**config.mk**
```make
export PLATFORM = sky130hd
export DESIGN_NAME = rtc_apb_master
export DESIGN_NICKNAME = d
export VERILOG_FILES = /design/src/rtl/rtc_apb_master.sv
export SDC_FILE = /design/constraint.sdc
export NUM_CORES = 1
export LEC_CHECK = 0
export BUFFER_PORTS_ARGS = -buffer_cell sky130_fd_sc_hd__buf_2
export CAP_MARGIN = 10
export CORE_MARGIN = 2
export CORE_UTILIZATION = 47
export CTS_CLUSTER_SIZE = 30
export DETAILED_ROUTE_END_ITERATION = 10
export GPL_ROUTABILITY_DRIVEN = 0
export PLACE_DENSITY_LB_ADDON = 0.08
export SKIP_CTS_REPAIR_TIMING = 1
export SLEW_MARGIN = 20
export SYNTH_ARGS = -nofsm -noshare
export SYNTH_HDL_FRONTEND = slang
export SYNTH_SLANG_ARGS = --single-unit
```
**constraint.sdc**
```tcl
create_clock -name pclk -period 2.15 [get_ports pclk]
set_input_delay 0.215 -clock pclk [delete_from_list [all_inputs] [get_ports pclk]]
set_output_delay 0.215 -clock pclk [all_outputs]
set_load 0.05 [all_outputs]
```
**src/rtl/rtc_apb_master.sv**
```systemverilog
// Single-outstanding APB requester: turns a valid/ready command stream into
// SETUP/ACCESS transfers and returns one response (data, slave error, timeout).
module rtc_apb_master #(
  parameter int ADDR_W  = 32,
  parameter int DATA_W  = 32,
  parameter int TIMEOUT = 16
) (
  input  logic                  pclk,
  input  logic                  prst_n,
  input  logic                  cmd_valid,
  output logic                  cmd_ready,
  input  logic                  cmd_write,
  input  logic [ADDR_W-1:0]     cmd_addr,
  input  logic [DATA_W-1:0]     cmd_wdata,
  input  logic [DATA_W/8-1:0]   cmd_strb,
  output logic                  rsp_valid,
  input  logic                  rsp_ready,
  output logic [DATA_W-1:0]     rsp_rdata,
  output logic                  rsp_err,
  output logic                  rsp_timeout,
  output logic [ADDR_W-1:0]     m_apb_paddr,
  output logic                  m_apb_psel,
  output logic                  m_apb_penable,
  output logic                  m_apb_pwrite,
  output logic [DATA_W-1:0]     m_apb_pwdata,
  output logic [DATA_W/8-1:0]   m_apb_pstrb,
  input  logic                  m_apb_pready,
  input  logic [DATA_W-1:0]     m_apb_prdata,
  input  logic                  m_apb_pslverr
);
  localparam int STRB_W = DATA_W / 8;
  localparam int CNT_W  = (TIMEOUT > 0) ? $clog2(TIMEOUT + 1) : 1;
  localparam logic [CNT_W-1:0] TO_VAL = CNT_W'(TIMEOUT);

  typedef enum logic [1:0] {S_IDLE, S_SETUP, S_ACCESS, S_RESP} state_t;

  state_t              r_state;
  state_t              w_next;
  logic                r_live;
  logic [CNT_W-1:0]    r_cnt;
  logic [CNT_W-1:0]    w_cnt_inc;
  logic                w_accept;
  logic                w_expire;
  logic [ADDR_W-1:0]   r_paddr;
  logic                r_pwrite;
  logic [DATA_W-1:0]   r_pwdata;
  logic [STRB_W-1:0]   r_pstrb;
  logic [DATA_W-1:0]   r_rdata;
  logic                r_err;
  logic                r_timeout;

  function automatic logic [CNT_W-1:0] sat_inc(input logic [CNT_W-1:0] v);
    return (v == {CNT_W{1'b1}}) ? v : v + 1'b1;
  endfunction

  // w_cnt_inc is the ACCESS-cycle count for the current cycle (first ACCESS = 1)
  assign w_cnt_inc = sat_inc(r_cnt);
  assign w_expire  = (TIMEOUT != 0) && (w_cnt_inc == TO_VAL);

  always_comb begin
    w_next        = r_state;
    w_accept      = 1'b0;
    cmd_ready     = 1'b0;
    m_apb_psel    = 1'b0;
    m_apb_penable = 1'b0;
    rsp_valid     = 1'b0;
    case (r_state)
      S_IDLE: begin
        cmd_ready = r_live;
        if (r_live && cmd_valid) begin
          w_accept = 1'b1;
          w_next   = S_SETUP;
        end
      end
      S_SETUP: begin
        m_apb_psel = 1'b1;
        w_next     = S_ACCESS;
      end
      S_ACCESS: begin
        m_apb_psel    = 1'b1;
        m_apb_penable = 1'b1;
        if (m_apb_pready || w_expire) w_next = S_RESP;
      end
      S_RESP: begin
        rsp_valid = 1'b1;
        if (rsp_ready) w_next = S_IDLE;
      end
      default: w_next = S_IDLE;
    endcase
  end

  // r_live keeps cmd_ready low while reset is held and until the first clock after it
  always_ff @(posedge pclk or negedge prst_n) begin
    if (!prst_n) begin
      r_state   <= S_IDLE;
      r_live    <= 1'b0;
      r_cnt     <= '0;
      r_paddr   <= '0;
      r_pwrite  <= 1'b0;
      r_pwdata  <= '0;
      r_pstrb   <= '0;
      r_rdata   <= '0;
      r_err     <= 1'b0;
      r_timeout <= 1'b0;
    end else begin
      r_state <= w_next;
      r_live  <= 1'b1;
      if (w_accept) begin
        r_paddr  <= cmd_addr;
        r_pwrite <= cmd_write;
        r_pwdata <= cmd_wdata;
        r_pstrb  <= cmd_write ? cmd_strb : '0;
        r_cnt    <= '0;
      end
      if (r_state == S_ACCESS) begin
        r_cnt <= w_cnt_inc;
        if (m_apb_pready) begin
          r_rdata   <= r_pwrite ? '0 : m_apb_prdata;
          r_err     <= m_apb_pslverr;
          r_timeout <= 1'b0;
        end else if (w_expire) begin
          r_rdata   <= '0;
          r_err     <= 1'b1;
          r_timeout <= 1'b1;
        end
      end
    end
  end

  assign m_apb_paddr  = r_paddr;
  assign m_apb_pwrite = r_pwrite;
  assign m_apb_pwdata = r_pwdata;
  assign m_apb_pstrb  = r_pstrb;
  assign rsp_rdata    = r_rdata;
  assign rsp_err      = r_err;
  assign rsp_timeout  = r_timeout;

endmodule

```
After elaboration in Yosys (flattened, before gate mapping)
Index checks and enable logic that the tools add are counted.
{"block": "classes", "n_addsub": 1, "mul": 0, "div": 0, "order_cmp": 0, "eq_ne": 8, "n_shift": 0, "muxes": 20, "bitwise_logic": 0, "reduce_logical": 8}
{"cell": "$mux W32", "n": 3}
{"cell": "$mux W5", "n": 3}
{"cell": "$eq A5 B5 Y1 const B", "n": 2}
{"cell": "$mux W1", "n": 9}
{"cell": "$pmux W2 S4", "n": 1}
{"cell": "$mux W2", "n": 3}
{"cell": "$ne A2 B2 Y1 const B", "n": 3}
{"cell": "$add A5 B1 Y5 const B", "n": 1}
{"cell": "$eq A2 B2 Y1 const B", "n": 2}
{"cell": "$mux W4", "n": 1}
{"cell": "$reduce_bool A2 Y1", "n": 2}
{"cell": "$reduce_and A3 Y1", "n": 1}
{"cell": "$eq A2 B1 Y1 const B", "n": 1}
{"cell": "$logic_not A2 Y1", "n": 1}
{"cell": "$reduce_and A2 Y1", "n": 1}
{"cell": "$reduce_or A2 Y1", "n": 1}
{"cell": "$logic_and A1 B1 Y1", "n": 1}
{"cell": "$logic_or A1 B1 Y1", "n": 1}
{"block": "totals", "regBits": 111, "latchBits": 0, "mem_bits_rw": 0, "rom_bits": 0, "in_bits": 107, "out_inout_bits": 107, "wordCells": 47, "n_memories": 0}

Depth between registers and ports, before layout
Gate-level depths: netlist (run 1).
{"block": "depth", "word_depth": 6, "ltp_mapped": 8, "depth_no_buf": 7}

Least setup slack after synthesis (run 1)
OpenSTA, ideal clock, no wires.
{"block": "synth_path", "path_type": "reg-to-reg", "startpoint": "register r_state[0]", "endpoint": "register r_pwdata[16] (netlist: m_apb_pwdata[16])", "t_arrival_ns": 1.847, "slack_ns": 0.178, "stages_incl_launch_ff": 8, "path_buffers": 2, "cell_sequence": "dfrtp_1 > inv_1 > ha_1 > and2_1 > nand2_1 > buf_2 > buf_6 > mux2_2"}
{"block": "synth_between", "elab_chain_cells": 2}
{"item": "start, declared", "line_no": "37", "source": "state_t r_state;"}
{"item": "start signal, assigned", "line_no": "106", "source": "r_state <= w_next;"}
{"item": "$logic_not A2 Y1", "line_no": "67", "source": "case (r_state)"}
{"item": "$mux W1", "line_no": "67"}
{"item": "end signal, assigned", "line_no": "111", "source": "r_pwdata <= cmd_wdata;"}
{"item": "end, declared", "line_no": "46", "source": "logic [DATA_W-1:0] r_pwdata;"}
No other way between the ends.
A chain may end at the register's enable or synchronous reset.

Final worst setup path (run 1)
{"block": "layout_path", "startpoint": "register r_cnt[0]", "endpoint": "register r_rdata[3] (netlist: rsp_rdata[3])"}
{"block": "layout_between", "elab_chain_cells": 5, "elab_cells_between_ends": 6, "classes_between": "add/sub (1); eq/ne (2); mux (1); reduce/logical (2)"}
{"item": "start, declared", "line_no": "40", "source": "logic [CNT_W-1:0] r_cnt;"}
{"item": "start signal, assigned", "line_no": "116", "source": "r_cnt <= w_cnt_inc;"}
{"item": "$add A5 B1 Y5 or $eq A5 B5 Y1 (tied branches)", "line_no": "53", "source": "return (v == {CNT_W{1'b1}}) ? v : v + 1'b1;"}
{"item": "$mux W5 (*)", "line_no": "53"}
{"item": "$eq A5 B5 Y1 (*)", "line_no": "58", "source": "assign w_expire = (TIMEOUT != 0) && (w_cnt_inc == TO_VAL);"}
{"item": "$reduce_bool A2 Y1 (no source line) (*)"}
{"item": "$reduce_and A2 Y1 (no source line) (*)"}
{"item": "end signal, assigned", "line_no": "118", "source": "r_rdata <= r_pwrite ? '0 : m_apb_prdata;"}
{"item": "end, declared", "line_no": "48", "source": "logic [DATA_W-1:0] r_rdata;"}
Every way passes the cells marked *; elsewhere a longest branch is shown, timed or not.

==> key figures, run 1 <==
Timing
  • Slew Viols, Final: 0
  • Maximum clock rate: 508 MHz
  • Fin. Hold Viols: 0
  • Tmin final: 1970 ps
  • Slew at the pin closest to its max-slew limit: 667 ps
  • RSZ-0062 raised after global routing: no
  • Relative slew margins: 0.555
  • Setup violators final: 0
  • Fin crit share: 0.915
  • Fin Clk Skew: 9.23 ps
  • Fin Setup TNS: 0 ps

Setup path
  • CP max stage delay: 430 ps
  • Worst reg-to-reg setup slack: 180 ps
  • R2R cell count: 6
  • Startpoint class of the critical path: flip-flop
  • Worst-path maximum fanout: 18
  • Class of the most critical setup path: flip-flop to flip-flop
  • Critical R2R Launch: r_cnt[0]
  • Crit Reg-Reg Endpoint: rsp_rdata[3]
  • WP data arrival: 2220 ps
  • Largest delay contributor family on the critical path: simple AND/OR/NAND/NOR gates
  • Crit end category: flip-flop
  • Worst endpoint required time: 2400 ps
  • Critical-path top delay cell: dfrtp_1
  • Buf/Inv on CP: 1
  • CP cell instances: ha_1 > nand4_4 > mux2i_4 > nor2_4 > buf_12 > o21ai_2

Cells and area
  • Footprint of the multi-input gates: 1970 um^2
  • Nets: 717
  • Area Growth Syn to Fin: 29.6%
  • Register area: 2780 um^2
  • Layout cells sized above 1: 0.550
  • Fillers: 899
  • Final Util: 0.621

Logic synthesis
  • Top cells by count, synth: dfrtp_1 (111), mux2_2 (66), a21oi_1 (35)
  • Syn nets: 504
  • Top-count cell post-synth: dfrtp_1
  • Synthesized area: 4880 um^2
  • Library cells used by synthesis: 37
  • Biggest area consumer among synthesized cells: dfrtp_1
  • Post-synth EDFFs: 0
  • Yosys reg bits: 111
  • Post-Synthesis Cells: 393
  • Async SR Flop Fraction: 1.00
  • Ys Warns: 0
  • Synth top area share: 0.569
  • Average size of a mapped cell: 12.4 um^2
  • Main synth FF type: dfrtp_1
  • Synth top area cells: dfrtp_1 (57%), mux2_2 (15%), nor2b_1 (4.2%), nand2b_1 (4.1%), a21oi_1 (3.6%)
  • Sequential share of the synthesized area: 0.569

Die
  • Die H: 106 um
  • Core footprint: 10200 um^2
  • Die W: 106 um
  • I/O pin cnt: 214
  • Rows: 37
  • DIE AREA: 11200 um^2
  • Initial Utilization: 0.479

Run status
  • Status: finished clean

Global routing
  • Tot GR Track Use: 0.205
  • Largest net degree at the start of global routing: 52
  • GRT Residual Overflow: 0
  • Vias in the first global route: 3758
  • Antenna violations before repair: 1
  • Global-route wire length before repair: 18000 um

Detailed routing
  • Antenna Nets Post-Route: 0
  • First-pass detailed-route iteration total: 4
  • Detailed Route WL: 11100 um
  • Vias: 3651
  • Number of remaining DRC errors: 0
  • Vias/cell: 4.88
  • Initial drt markers: 189
  • DR WL/cell: 14.9 um

Placement
  • Hpwl dp: 8290 um
  • Buffers on Ports: 213

Clock tree
  • H-tree depth: 3
  • CTS sink count: 111
  • Root buffer cell: clkbuf_8
  • Number of buffers on the longest clock path: 2
  • Clock transition at the registers of the reported paths: 100 ps
  • CTS Buf Count: 9
  • CTS tree: done
  • Clk_lat worst skew: 360 ps

Flow run
  • Maximum capacitance violations: 0

Worst hold path
  • Hold Crit Class: primary input to flip-flop
  • Hold endpoint: rsp_rdata[6]
  • Worst hold stages: 3
  • Hold_sp: m_apb_prdata[6]
## cell families after synthesis
| group | share of synthesized area |
|---|---|
| AOI/OAI and AO/OA | 0.106 |
| muxes | 0.160 |
| DFF | 0.569 |
| adders and majority gates | 0.0103 |
| buffers and inverters | 0.0292 |
| other | 0.000769 |
| and+or+nand+nor | 0.124 |
## layout by cell type, fill, tap and decap left out, types with 2 or more instances in the layout
master / instances
buf_2: 212
dfrtp_1: 111
mux2_2: 66
a21oi_1: 35
nor2b_1: 33
nand2b_1: 32
o21ai_2: 20
nand2_1: 17
o21ai_1: 10
clkbuf_8: 10
o21ai_0: 8
buf_4: 7
nor2_1: 5
buf_12: 4
ha_1: 3
inv_1: 2
and2b_1: 2
nand3_1: 2
nor3_1: 2
a31oi_1: 2
clkinv_2: 2
## worst reg2reg max path: stages (launching register included)
cell	delay [ps]
dfrtp_1	430
ha_1	300
nand4_4	180
mux2i_4	250
nor2_4	370
buf_12	240
o21ai_2	80
## flip-flops by register name (all words and copies together) (netlist names)
name and flops:
m_apb_paddr 32, m_apb_pstrb 4, m_apb_pwdata 32, m_apb_pwrite 1, r_cnt 5, r_live 1, r_state 2, rsp_err 1
rsp_rdata 32, rsp_timeout 1
## area by class of cell
class	instances	area share
clock inverter	5	0.00890
clock buffer	11	0.0224
antenna	1	0.000396
timing repair buffer	224	0.190
sequential	111	0.439
multi-input combinational	258	0.311
tap	136	0.0269
inverter	2	0.00119
## metrics by stage
step	cell area, um^2	setup slack (ps)	hold WS (ps)	cells
2_1_floorplan	4880	178	-80.6	393
3_3_place_gp	6110	233	295	730
3_5_place_dp	6110	191	292	730
4_1_cts	6310	130	-116	746
5_1_grt	6320	44.4	37.2	747
6_report	6320	182	54.5	748
## layer usage
layer  share of wire  GRT usage  up-vias  routed length, um
li1                -          -     1771                  -
met1            0.41      0.252     1727               4520
met2            0.49      0.335      139               5450
met3           0.084     0.0606       14                934
met4           0.018     0.0893        0                204
met5               0          0        -                  0
## worst max-delay path by stage
stage | start | end | slack (ps) | cells after the start
2_1_floorplan | r_state[0] | m_apb_pwdata[16] | 180 | 7
3_3_place_gp | r_cnt[0] | rsp_rdata[14] | 230 | 7
3_5_place_dp | r_cnt[0] | rsp_rdata[9] | 190 | 6
4_1_cts | r_state[0] | m_apb_penable | 130 | 4
5_1_grt | r_cnt[1] | rsp_rdata[3] | 40 | 6
6_report | r_cnt[0] | rsp_rdata[3] | 180 | 6
Power of run 1 is left out: the tool's default activity adds up to more than one toggle a clock period on the data nets, which glitch-free logic cannot reach.
==> run 2: changes to the inputs <==
- ABC_AREA: not set -> 1
- CORE_UTILIZATION: 47 -> 46
==> key figures, run 2 <==
Run status
  • Status: finished clean

Power and ir drop
  • Switching Fraction: 0.554
  • Comb power frac: 0.562
  • PwrDens: 1810 nW/um^2
  • Internal: 4770 uW
  • Sequential Power Share: 0.330
  • P_sw: 5910 uW
  • LEAKAGE: 0.00345 uW
  • Clock share of power: 0.109
  • Overall power: 10700 uW
  • Peak VDD IR: 902 uV

Global routing
  • Largest net degree at the start of global routing: 54
  • Vias in the first global route: 3860
  • Tot GR Track Use: 0.214
  • Antenna violations before repair: 0
  • GRT Residual Overflow: 0
  • Global-route wire length before repair: 17700 um

Setup path
  • Worst-path maximum fanout: 14
  • Worst path most repeated cell: nand2_1
  • CP max stage delay: 440 ps
  • Startpoint class of the critical path: flip-flop
  • Class of the most critical setup path: flip-flop to flip-flop
  • Worst endpoint required time: 2420 ps
  • Crit end category: flip-flop
  • WP data arrival: 2180 ps
  • Critical-path top delay cell: dfrtp_1
  • CP cell instances: ha_2 > nand4_2 > nand2_1 > nand2_1 > nor2_1 > nand2_1 > nand2_1 > nand2_4 > buf_4 > o21ai_0

Die
  • Die H: 102 um
  • DIE AREA: 10500 um^2
  • Rows: 35
  • Die W: 102 um
  • Core footprint: 9330 um^2
  • I/O pin cnt: 214
  • Initial Utilization: 0.478

Worst hold path
  • Hold Crit Class: primary input to flip-flop

Detailed routing
  • Max Used Layer: met4
  • Vias: 4048
  • Metal3 WL: 1000 um
  • Met2 WL post-DR: 5240 um
  • Number of remaining DRC errors: 0
  • Detailed Route WL: 11200 um
  • DR WL/cell: 13.0 um
  • Initial drt markers: 126
  • Vias/cell: 4.71
  • Antenna Nets Post-Route: 0
  • First-pass detailed-route iteration total: 5
  • Post-Route M1 WL: 4730 um

Logic synthesis
  • Post-Synthesis Cells: 514
  • Main synth FF type: dfrtp_1
  • Synth top area cells: dfrtp_1 (62%), nand2_1 (25%), o21ai_0 (3.6%), clkbuf_1 (1.6%), nand3_1 (1.6%)
  • Sequential share of the synthesized area: 0.623
  • Async SR Flop Fraction: 1.00
  • Top cells by count, synth: nand2_1 (296), dfrtp_1 (111), o21ai_0 (32)
  • Post-synth EDFFs: 0
  • Library cells used by synthesis: 20
  • Yosys reg bits: 111
  • Biggest area consumer among synthesized cells: dfrtp_1
  • Top-count cell post-synth: nand2_1
  • Average size of a mapped cell: 8.67 um^2
  • Synth top area share: 0.623
  • Synthesized area: 4460 um^2
  • Syn nets: 625
  • Ys Warns: 0

Timing
  • Fin. Hold Viols: 0
  • Tmin final: 1920 ps
  • Fin Clk Skew: 12.0 ps
  • Hold WS: 35.1 ps
  • Slew Viols, Final: 0
  • Relative slew margins: 0.648
  • RSZ-0062 raised after global routing: no
  • Setup violators final: 0
  • Maximum clock rate: 521 MHz
  • Fin crit share: 0.892
  • Fin Setup TNS: 0 ps
  • Slew at the pin closest to its max-slew limit: 528 ps

Cells and area
  • Register area: 2780 um^2
  • Layout cells sized above 1: 0.346
  • N_diodes: 0
  • Final Util: 0.633
  • Nets: 837
  • Fillers: 846
  • Footprint of the multi-input gates: 1520 um^2
  • Commonest non-fill, non-tap cells in the layout: nand2_1 (296), buf_2 (212), dfrtp_1 (111), o21ai_0 (32), nand3_1 (14)
  • Area Growth Syn to Fin: 32.4%
  • Leading cell type in the layout, fill and taps excluded: nand2_1
  • Non-Filler Instances: 860

Flow run
  • Maximum capacitance violations: 0

Clock tree
  • Number of buffers on the longest clock path: 2
  • CTS sink count: 111
  • CTS tree: done
  • CTS Buf Count: 9
  • Root buffer cell: clkbuf_8
  • Clk_lat worst skew: 360 ps
  • H-tree depth: 3
  • Clock transition at the registers of the reported paths: 110 ps

Placement
  • Inst Count DP: 842
  • Buffers on Ports: 213
  • Hpwl dp: 8160 um
[run 2: cell count changes after synthesis, moves of 11 or more]
cell	change
a21oi_1	-35
inv_1	+11
mux2_2	-66
nand2_1	+278
nand2b_1	-32
nand3_1	+12
nor2b_1	-33
o21ai_0	+24
o21ai_2	-16
[run 2: through the flow]
step           setup slack (ps)  instance area [um^2]
4_1_cts                     141                  5880
3_3_place_gp                342                  5690
3_5_place_dp                202                  5690
5_1_grt                    8.46                  5900
6_report                    232                  5900
2_1_floorplan               365                  4460
[run 2: cell families after synthesis]
group	count (synthesis)	share of synthesized area
other cells	1	0.000842
simple gates	320	0.278
flops	111	0.623
fa+ha+maj	4	0.0112
buf+inv	39	0.0396
compound gates	39	0.0472
[run 2: final cells by class]
type	count	share of cell area
timing repair buffer	226	0.204
tap	129	0.0274
multi-input combinational	364	0.257
sequential	111	0.471
clock inverter	6	0.00785
inverter	14	0.00891
clock buffer	10	0.0233
[run 2: layer usage]
| layer | vias up | GRT usage |
|---|---|---|
| li1 | 2002 | - |
| met1 | 1848 | 0.277 |
| met2 | 178 | 0.344 |
| met3 | 20 | 0.0602 |
| met4 | 0 | 0.0810 |
| met5 | - | 0 |
[run 2: worst max-delay path, delay by kind of cell, from the launching register on]
kind                       cells  cell delay, ps
buffers and inverters          1             200
and+or+nand+nor                7             770
DFF                            1             440
adders and majority gates      1             250
AOI/OAI and AO/OA              1             180
[run 2: path summary, 6_finish.rpt]
kind,from,cells after the start,end,slack [ps]
setup / recovery,r_cnt[0],10,rsp_rdata[25],230
hold / removal,m_apb_pready,2,rsp_timeout,40
setup reg to reg,r_cnt[0],10,rsp_rdata[25],230
hold reg to reg,m_apb_paddr[1],2,m_apb_paddr[1],470
max in group asynchronous,prst_n,3,m_apb_paddr[9],1300
min in group asynchronous,prst_n,2,r_state[1],270
[run 2: power groups by stage]
stage	clock network [uW]	registers, uW	logic, uW
finish	1160	3520	6000
global route	1280	3630	6430
CTS	1200	3520	6010
detailed placement	0	3540	6020
global placement	0	3520	5930
floorplan	0	6580	1460
No activity file was read; power rests on OpenSTA's default activity.
